`src/rtl/uart_rx_oversampled_pkg.sv`:
```
// Shared UART definitions: receiver FSM encodings, default sampling parameters, parity helper.
// Latency: n/a (types and pure functions only).
// Backpressure: n/a.
package uart_rx_oversampled_pkg;

  localparam int OVS_DEFAULT         = 16;
  localparam int SYNC_STAGES_DEFAULT = 2;

  typedef enum logic [2:0] {
    IDLE   = 3'd0,
    START  = 3'd1,
    DATA   = 3'd2,
    PARITY = 3'd3,
    STOP   = 3'd4
  } state_t;

  // Parity bit as the TX path generates it; unused upper data bits must be zero.
  function automatic logic parity_bit(input logic odd_n_even, input logic [7:0] data);
    return odd_n_even ^ (^data);
  endfunction

endpackage

```
`src/rtl/uart_rx_oversampled_if.sv`:
```
// Host-side receive bus: received byte, status flags, FIFO strobe and read acknowledge.
// Latency: n/a (wiring only).
// Backpressure: none; the host acknowledges with read_rx_byte, late reads show up as overflow.
interface uart_rx_oversampled_if;
  logic [7:0] rx_byte;
  logic       rx_rdy;
  logic       parity_err;
  logic       framing_err;
  logic       overflow;
  logic       fifo_write;
  logic       read_rx_byte;

  modport master (
    output rx_byte, rx_rdy, parity_err, framing_err, overflow, fifo_write,
    input  read_rx_byte
  );

  modport slave (
    input  rx_byte, rx_rdy, parity_err, framing_err, overflow, fifo_write,
    output read_rx_byte
  );
endinterface

```
`src/rtl/uart_rx_sync.sv`:
```
// Brings the asynchronous rx line into the clk domain and flags its falling edges.
// Latency: SYNC_STAGES clk from rx to rxs; fall is combinational from rxs.
// Backpressure: none.
module uart_rx_sync #(
  parameter int SYNC_STAGES = 2
) (
  input  logic clk,
  input  logic aresetn,
  input  logic rx,
  output logic rxs,
  output logic fall
);

  logic [SYNC_STAGES-1:0] sync;
  logic                   rx_prev;

  // Shift the line through the synchronizer; flops reset to the idle-high level so
  // reset release never looks like a start bit.
  always_ff @(posedge clk or negedge aresetn) begin
    if (!aresetn) begin
      sync    <= '1;
      rx_prev <= 1'b1;
    end else begin
      sync    <= {sync[SYNC_STAGES-2:0], rx};
      rx_prev <= sync[SYNC_STAGES-1];
    end
  end

  assign rxs  = sync[SYNC_STAGES-1];
  // Edge, not level: a line held low (break) never retriggers a frame.
  assign fall = rx_prev & ~rxs;

endmodule

```
`src/rtl/uart_rx_oversampled.sv`:
```
// UART receiver: 16x-oversampled deframer for start / 7|8 data / optional parity / stop.
// Latency: rx_rdy and fifo_write rise 1 clk after the baud_en that samples mid stop bit.
// Backpressure: none; a byte arriving while rx_rdy is set overwrites rx_byte and sets overflow.
module uart_rx_oversampled
  import uart_rx_oversampled_pkg::*;
#(
  parameter int OVS         = OVS_DEFAULT,
  parameter int SYNC_STAGES = SYNC_STAGES_DEFAULT
) (
  input  logic                          clk,
  input  logic                          aresetn,
  input  logic                          baud_en,
  input  logic                          rx,
  input  logic                          bit8,
  input  logic                          parity_en,
  input  logic                          odd_n_even,
  uart_rx_oversampled_if.master         host
);

  localparam int            CW       = $clog2(OVS);
  localparam logic [CW-1:0] CNT_HALF = CW'(OVS / 2 - 1);
  localparam logic [CW-1:0] CNT_LAST = CW'(OVS - 1);

  state_t        state, state_nx;
  logic [CW-1:0] cnt, cnt_nx;
  logic [2:0]    bitn, bitn_nx;
  logic [7:0]    data, data_nx;
  logic          perr, perr_nx;
  logic          load;
  logic          rxs;
  logic          fall;

  uart_rx_sync #(.SYNC_STAGES(SYNC_STAGES)) u_sync (
    .clk     (clk),
    .aresetn (aresetn),
    .rx      (rx),
    .rxs     (rxs),
    .fall    (fall)
  );

  // State register.
  always_ff @(posedge clk or negedge aresetn) begin
    if (!aresetn) state <= IDLE;
    else          state <= state_nx;
  end

  // Next state plus counter/shift-register updates; everything but the idle edge
  // detect advances only on baud_en. cnt wraps naturally at OVS-1.
  always_comb begin
    state_nx = state;
    cnt_nx   = cnt;
    bitn_nx  = bitn;
    data_nx  = data;
    perr_nx  = perr;
    load     = 1'b0;
    case (state)
      IDLE: begin
        if (fall) begin
          cnt_nx   = '0;
          state_nx = START;
        end
      end
      START: begin
        if (baud_en) begin
          if (cnt == CNT_HALF) begin
            cnt_nx = '0;
            if (!rxs) begin
              bitn_nx  = '0;
              data_nx  = '0;
              perr_nx  = 1'b0;
              state_nx = DATA;
            end else begin
              state_nx = IDLE;
            end
          end else begin
            cnt_nx = cnt + CW'(1);
          end
        end
      end
      DATA: begin
        if (baud_en) begin
          cnt_nx = cnt + CW'(1);
          if (cnt == CNT_LAST) begin
            data_nx[bitn] = rxs;
            bitn_nx       = bitn + 3'd1;
            if (bitn == (bit8 ? 3'd7 : 3'd6))
              state_nx = parity_en ? PARITY : STOP;
          end
        end
      end
      PARITY: begin
        if (baud_en) begin
          cnt_nx = cnt + CW'(1);
          if (cnt == CNT_LAST) begin
            // data[7] is still zero in 7-bit mode, so the full-byte XOR is exact.
            perr_nx  = (rxs != parity_bit(odd_n_even, data));
            state_nx = STOP;
          end
        end
      end
      STOP: begin
        if (baud_en) begin
          cnt_nx = cnt + CW'(1);
          if (cnt == CNT_LAST) begin
            load     = 1'b1;
            state_nx = IDLE;
          end
        end
      end
      default: state_nx = IDLE;
    endcase
  end

  // Counters, shift register and parity result.
  always_ff @(posedge clk or negedge aresetn) begin
    if (!aresetn) begin
      cnt  <= '0;
      bitn <= '0;
      data <= '0;
      perr <= 1'b0;
    end else begin
      cnt  <= cnt_nx;
      bitn <= bitn_nx;
      data <= data_nx;
      perr <= perr_nx;
    end
  end

  // Host-facing registers: load beats a simultaneous read, and a read in the
  // load cycle suppresses overflow.
  always_ff @(posedge clk or negedge aresetn) begin
    if (!aresetn) begin
      host.rx_byte     <= '0;
      host.rx_rdy      <= 1'b0;
      host.parity_err  <= 1'b0;
      host.framing_err <= 1'b0;
      host.overflow    <= 1'b0;
      host.fifo_write  <= 1'b0;
    end else begin
      host.fifo_write <= load;
      if (load) begin
        host.rx_byte     <= data;
        host.parity_err  <= perr & parity_en;
        host.framing_err <= ~rxs;
        host.rx_rdy      <= 1'b1;
        host.overflow    <= ~host.read_rx_byte & (host.overflow | host.rx_rdy);
      end else if (host.read_rx_byte) begin
        host.rx_rdy   <= 1'b0;
        host.overflow <= 1'b0;
      end
    end
  end

endmodule
```
`src/flat_wrapper.sv`:
```
// flat-port wrapper written by rule: the top's interface ports become plain ports
module uart_rx_oversampled_flat import uart_rx_oversampled_pkg::*;
#(
  parameter int OVS         = OVS_DEFAULT,
  parameter int SYNC_STAGES = SYNC_STAGES_DEFAULT
)
  (clk, aresetn, baud_en, rx, bit8, parity_en, odd_n_even, host_rx_byte, host_rx_rdy, host_parity_err, host_framing_err, host_overflow, host_fifo_write, host_read_rx_byte);
  uart_rx_oversampled_if host_i ();
  input  logic clk;
  input  logic aresetn;
  input  logic baud_en;
  input  logic rx;
  input  logic bit8;
  input  logic parity_en;
  input  logic odd_n_even;
  output wire logic [$bits(host_i.rx_byte)-1:0] host_rx_byte;
  output wire logic [$bits(host_i.rx_rdy)-1:0] host_rx_rdy;
  output wire logic [$bits(host_i.parity_err)-1:0] host_parity_err;
  output wire logic [$bits(host_i.framing_err)-1:0] host_framing_err;
  output wire logic [$bits(host_i.overflow)-1:0] host_overflow;
  output wire logic [$bits(host_i.fifo_write)-1:0] host_fifo_write;
  input wire logic [$bits(host_i.read_rx_byte)-1:0] host_read_rx_byte;
  assign host_rx_byte = host_i.rx_byte;
  assign host_rx_rdy = host_i.rx_rdy;
  assign host_parity_err = host_i.parity_err;
  assign host_framing_err = host_i.framing_err;
  assign host_overflow = host_i.overflow;
  assign host_fifo_write = host_i.fifo_write;
  assign host_i.read_rx_byte = host_read_rx_byte;
  uart_rx_oversampled #(.OVS(OVS), .SYNC_STAGES(SYNC_STAGES)) u_core (.clk(clk), .aresetn(aresetn), .baud_en(baud_en), .rx(rx), .bit8(bit8), .parity_en(parity_en), .odd_n_even(odd_n_even), .host(host_i));
endmodule
```
`config.mk`:
```
export PLATFORM = sky130hd
export DESIGN_NAME = uart_rx_oversampled_flat
export DESIGN_NICKNAME = d
export VERILOG_FILES = /design/src/rtl/uart_rx_oversampled_pkg.sv /design/src/rtl/uart_rx_oversampled_if.sv /design/src/rtl/uart_rx_sync.sv /design/src/rtl/uart_rx_oversampled.sv /design/src/flat_wrapper.sv
export SDC_FILE = /design/constraint.sdc
export NUM_CORES = 1
export LEC_CHECK = 0
export BUFFER_PORTS_ARGS = -buffer_cell sky130_fd_sc_hd__buf_2
export CELL_PAD_IN_SITES_DETAIL_PLACEMENT = 1
export CELL_PAD_IN_SITES_GLOBAL_PLACEMENT = 1
export CORE_ASPECT_RATIO = 0.6
export CORE_MARGIN = 5
export CORE_UTILIZATION = 30
export DETAILED_ROUTE_END_ITERATION = 7
export GPL_TIMING_DRIVEN = 0
export PLACE_DENSITY = 0.56
export SYNTH_ARGS = -nofsm -noshare
export SYNTH_HDL_FRONTEND = slang
export SYNTH_SLANG_ARGS = --single-unit
```
`constraint.sdc`:
```
create_clock -name clk -period 2.8 [get_ports clk]
set_clock_uncertainty 0.2 [all_clocks]
set_input_delay 0.28 -clock clk [delete_from_list [all_inputs] [get_ports clk]]
set_output_delay 0.28 -clock clk [all_outputs]
set_load 0.01 [all_outputs]
```
==> metrics.yaml <==
clock_tree:
  clockBufferDepth: 2
  cts_tree: "built"
  cts_made_buffers: 5
  clock_sinks: 35
  clock_latency_ps: 290
  postCtsSetupBuffers: 0
  cts_root_buffer: "clkbuf_8"
  htreeDepth: 2
  clk_pin_slew_ps: 80
  cts_resized: 0
synthesis:
  netlist_area_sq_um: 1778
  synth_seq_cells: 35
  synth_compound_area_share_pct: 11.26
  yosys_warnings: 0
  synthAdderAreaFrac_pct: 1.407
  muxShareOfSynthArea_pct: 3.448
  ys_seq_area_share_pct: 49.47
  syn_avg_cell_area_sq_um: 9.933
  synthCells: 179
  synth.distinct_cells: 47
  yosys.area_share.simple_pct: 24.35
  synthXorXnorAreaFrac_pct: 6.897
  synth_top_family_by_area: "simple AND/OR/NAND/NOR gates"
  syn-num-nets: 189
final_layout:
  drive_gt1_share_pct: 23.81
  final_util_pct: 37.63
  multi_input_area_sq_um: 842.1
  syn2layout_area_growth_pct: 19.56
  final_cell_mix: "nand2_1 (43), dfrtp_1 (32), buf_2 (23)"
  final_cells: 290
  layout_commonest_cell: "nand2_1"
  regArea_sq_um: 879.6
  finalNetCount: 219
  antenna-diode-count: 0
  fillers: 652
grt:
  grt_use_met1_pct: 18.04
  grt_pass1_vias: 1453
  grt_use_total_pct: 12.27
  antenna_found_initial: 0
  grt_use_met2_pct: 17.17
  busiest_layer: "met1"
  grtUsageMet3_pct: 3.163
  grt_start_max_net_pins: 36
  grt.overflow.total: 0
  grt_pass1_wl_microns: 7327
setup_path:
  path_class: "reg2reg"
  required_ps: 2750
  worstPathMaxFanout: 10
  r2r-end: "u_core.host.rx_rdy"
  worst-r2r-setup-slack_ps: 600
  r2r_cells: 6
  cp.arrival_ps: 2150
  reg2reg_from: "u_core.cnt[0]"
  critPathLaunchType: "register"
  end_kind: "register"
run:
  maxCapViolCount: 0
power:
  fin_total_pwr_w: 0.001426
  power.density_nw_per_um2: 671.0
  cellLeakagePower_nw: 1.026
  ir_worst_vdd_mv: 0.2456
routing:
  wire_per_inst_microns: 14.63
  drc: 0
  first_iter_violations: 73
  vias_per_cell: 4.745
  ant_nets: 0
  drt_wl_total_microns: 4243
  num_vias: 1376
  drtPass1Iterations: 4
floorplan:
  core_area_sq_um: 5649
  placementRows: 21
  dieArea_sq_um: 7616
  die_h_microns: 69.63
  io_pins: 21
  initial_utilization_pct: 31.47
  die_w_microns: 109.4
min_path:
  min_to: "u_core.host.parity_err"
  hp-class: "in2reg"
  hold_path_depth: 3
  hold_start: "parity_en"
sta:
  slew_headroom_pct: 45.16
  fin_crit_sh_pct: 78.62
  tns_ps: 0
  drv_slew: 0
  layout_setup_ws_ps: 598.5
  finalSetupViolCount: 0
  rsz0062_at_grt: "no"
  fmax_mhz: 454.2
  fin_crit_ps: 2201
  worst_slew_pin_slew_ps: 822.5
  hold_violations: 0
placed_design:
  place_ws_ps: 568.9
  port_buffers: 20
  dpl.cell_count: 279
  hpwl_microns: 3191
  globalplace.congestion: 0.7672
status:
  status: "finished clean"
[state kept, by name, indices dropped and copies added (netlist names), 2 cells and up]
name and cells:
u_core.bitn 3, u_core.cnt 4, u_core.data 8, u_core.host.rx_byte 8, u_core.state 3, u_core.u_sync.sync 2
[layout make-up]
type | count | share of cell area [%]
inverter | 4 | 0.7063
buffer | 7 | 1.942
clock inverter | 2 | 1.648
timing repair buffer | 23 | 6.121
multi-input combinational | 133 | 39.61
tap | 80 | 4.709
sequential | 35 | 41.38
clock buffer | 6 | 3.885
[routing by layer]
metal	share of wire, %	up-vias
li1	-	673
met1	53	675
met2	42	23
met3	4.0	5
met4	0.94	0
met5	0	-
[logic make-up (layout without fill, tap and decap cells)]
family                     Yosys count  after routing
AOI/OAI and AO/OA                   30             30
xor gates and xnor gates            14             14
adders and majority gates            2              2
buffers and inverters               11             42
DFF                                 35             35
muxes                                6              6
and+or+nand+nor                     81             81
[critical path, stage by stage, from the launching register on]
cell,delay (ps)
dfrtp_1,410
ha_1,250
and2_1,240
and3_2,260
nand3_1,170
clkbuf_1,380
o21ai_0,150
[metrics by stage]
step / hold WS (ps) / cell area, sq um
after floorplan: -215.6 / 1778
after global placement: 148.0 / 1978
after detailed placement: 148.1 / 1978
after CTS: 45.42 / 2126
after global routing: 64.35 / 2126
final: 48.80 / 2126
[cell usage after synthesis, drive strengths merged]
cell / number / share of area, %
and3b: 1 / 0.56
o21ai: 13 / 4.1
o41ai: 1 / 0.49
mux2: 1 / 0.63
nor2: 6 / 1.4
o31ai: 2 / 0.84
and3: 4 / 1.8
nor2b: 1 / 0.35
a21boi: 1 / 0.42
or4b: 1 / 0.56
mux2i: 5 / 2.8
nor4b: 1 / 1.3
a211oi: 1 / 0.42
and2: 1 / 0.35
o311ai: 1 / 0.49
nand2b: 3 / 1.1
xor2: 2 / 0.99
clkbuf: 2 / 0.42
xnor2: 12 / 5.9
nand3: 10 / 3.1
inv: 4 / 0.84
o32ai: 1 / 0.49
a21oi: 6 / 1.7
or4: 1 / 0.63
and2b: 1 / 0.42
nand3b: 4 / 1.7
dfrtp: 32 / 45
a211o: 1 / 0.49
nand2: 43 / 9.1
ha: 2 / 1.4
a221o: 1 / 0.56
nor3b: 1 / 0.70
dfstp: 3 / 4.4
or3: 2 / 0.70
nor3: 1 / 0.56
o211a: 1 / 0.56
o211ai: 1 / 0.70
buf: 5 / 1.9
[report_power, final]
group,switching [W],total (W),internal (W)
Sequential,0.0000475,0.000603,0.000555
Clock,0.000184,0.000472,0.000288
Combinational,0.000205,0.000352,0.000146
[worst max path at each step]
stage	from	end	slack, ps
2_1_floorplan	u_core.cnt[0]	u_core.state[0]	790
3_5_place_dp	u_core.cnt[0]	u_core.host.rx_rdy	570
5_1_grt	u_core.cnt[0]	u_core.host.rx_rdy	390
3_3_place_gp	u_core.cnt[0]	u_core.host.rx_rdy	630
6_report	u_core.cnt[0]	u_core.host.rx_rdy	600
4_1_cts	u_core.cnt[0]	u_core.host.rx_rdy	570
[what timing repair did]
| item | 4_1_cts | 5_1_grt |
|---|---|---|
| hold buffers | 3 | 0 |
| endpoints found under the hold margin | 35 | 0 |
| setup endpoints to repair | 0 | 0 |
(Power assumes the default switching activity.)
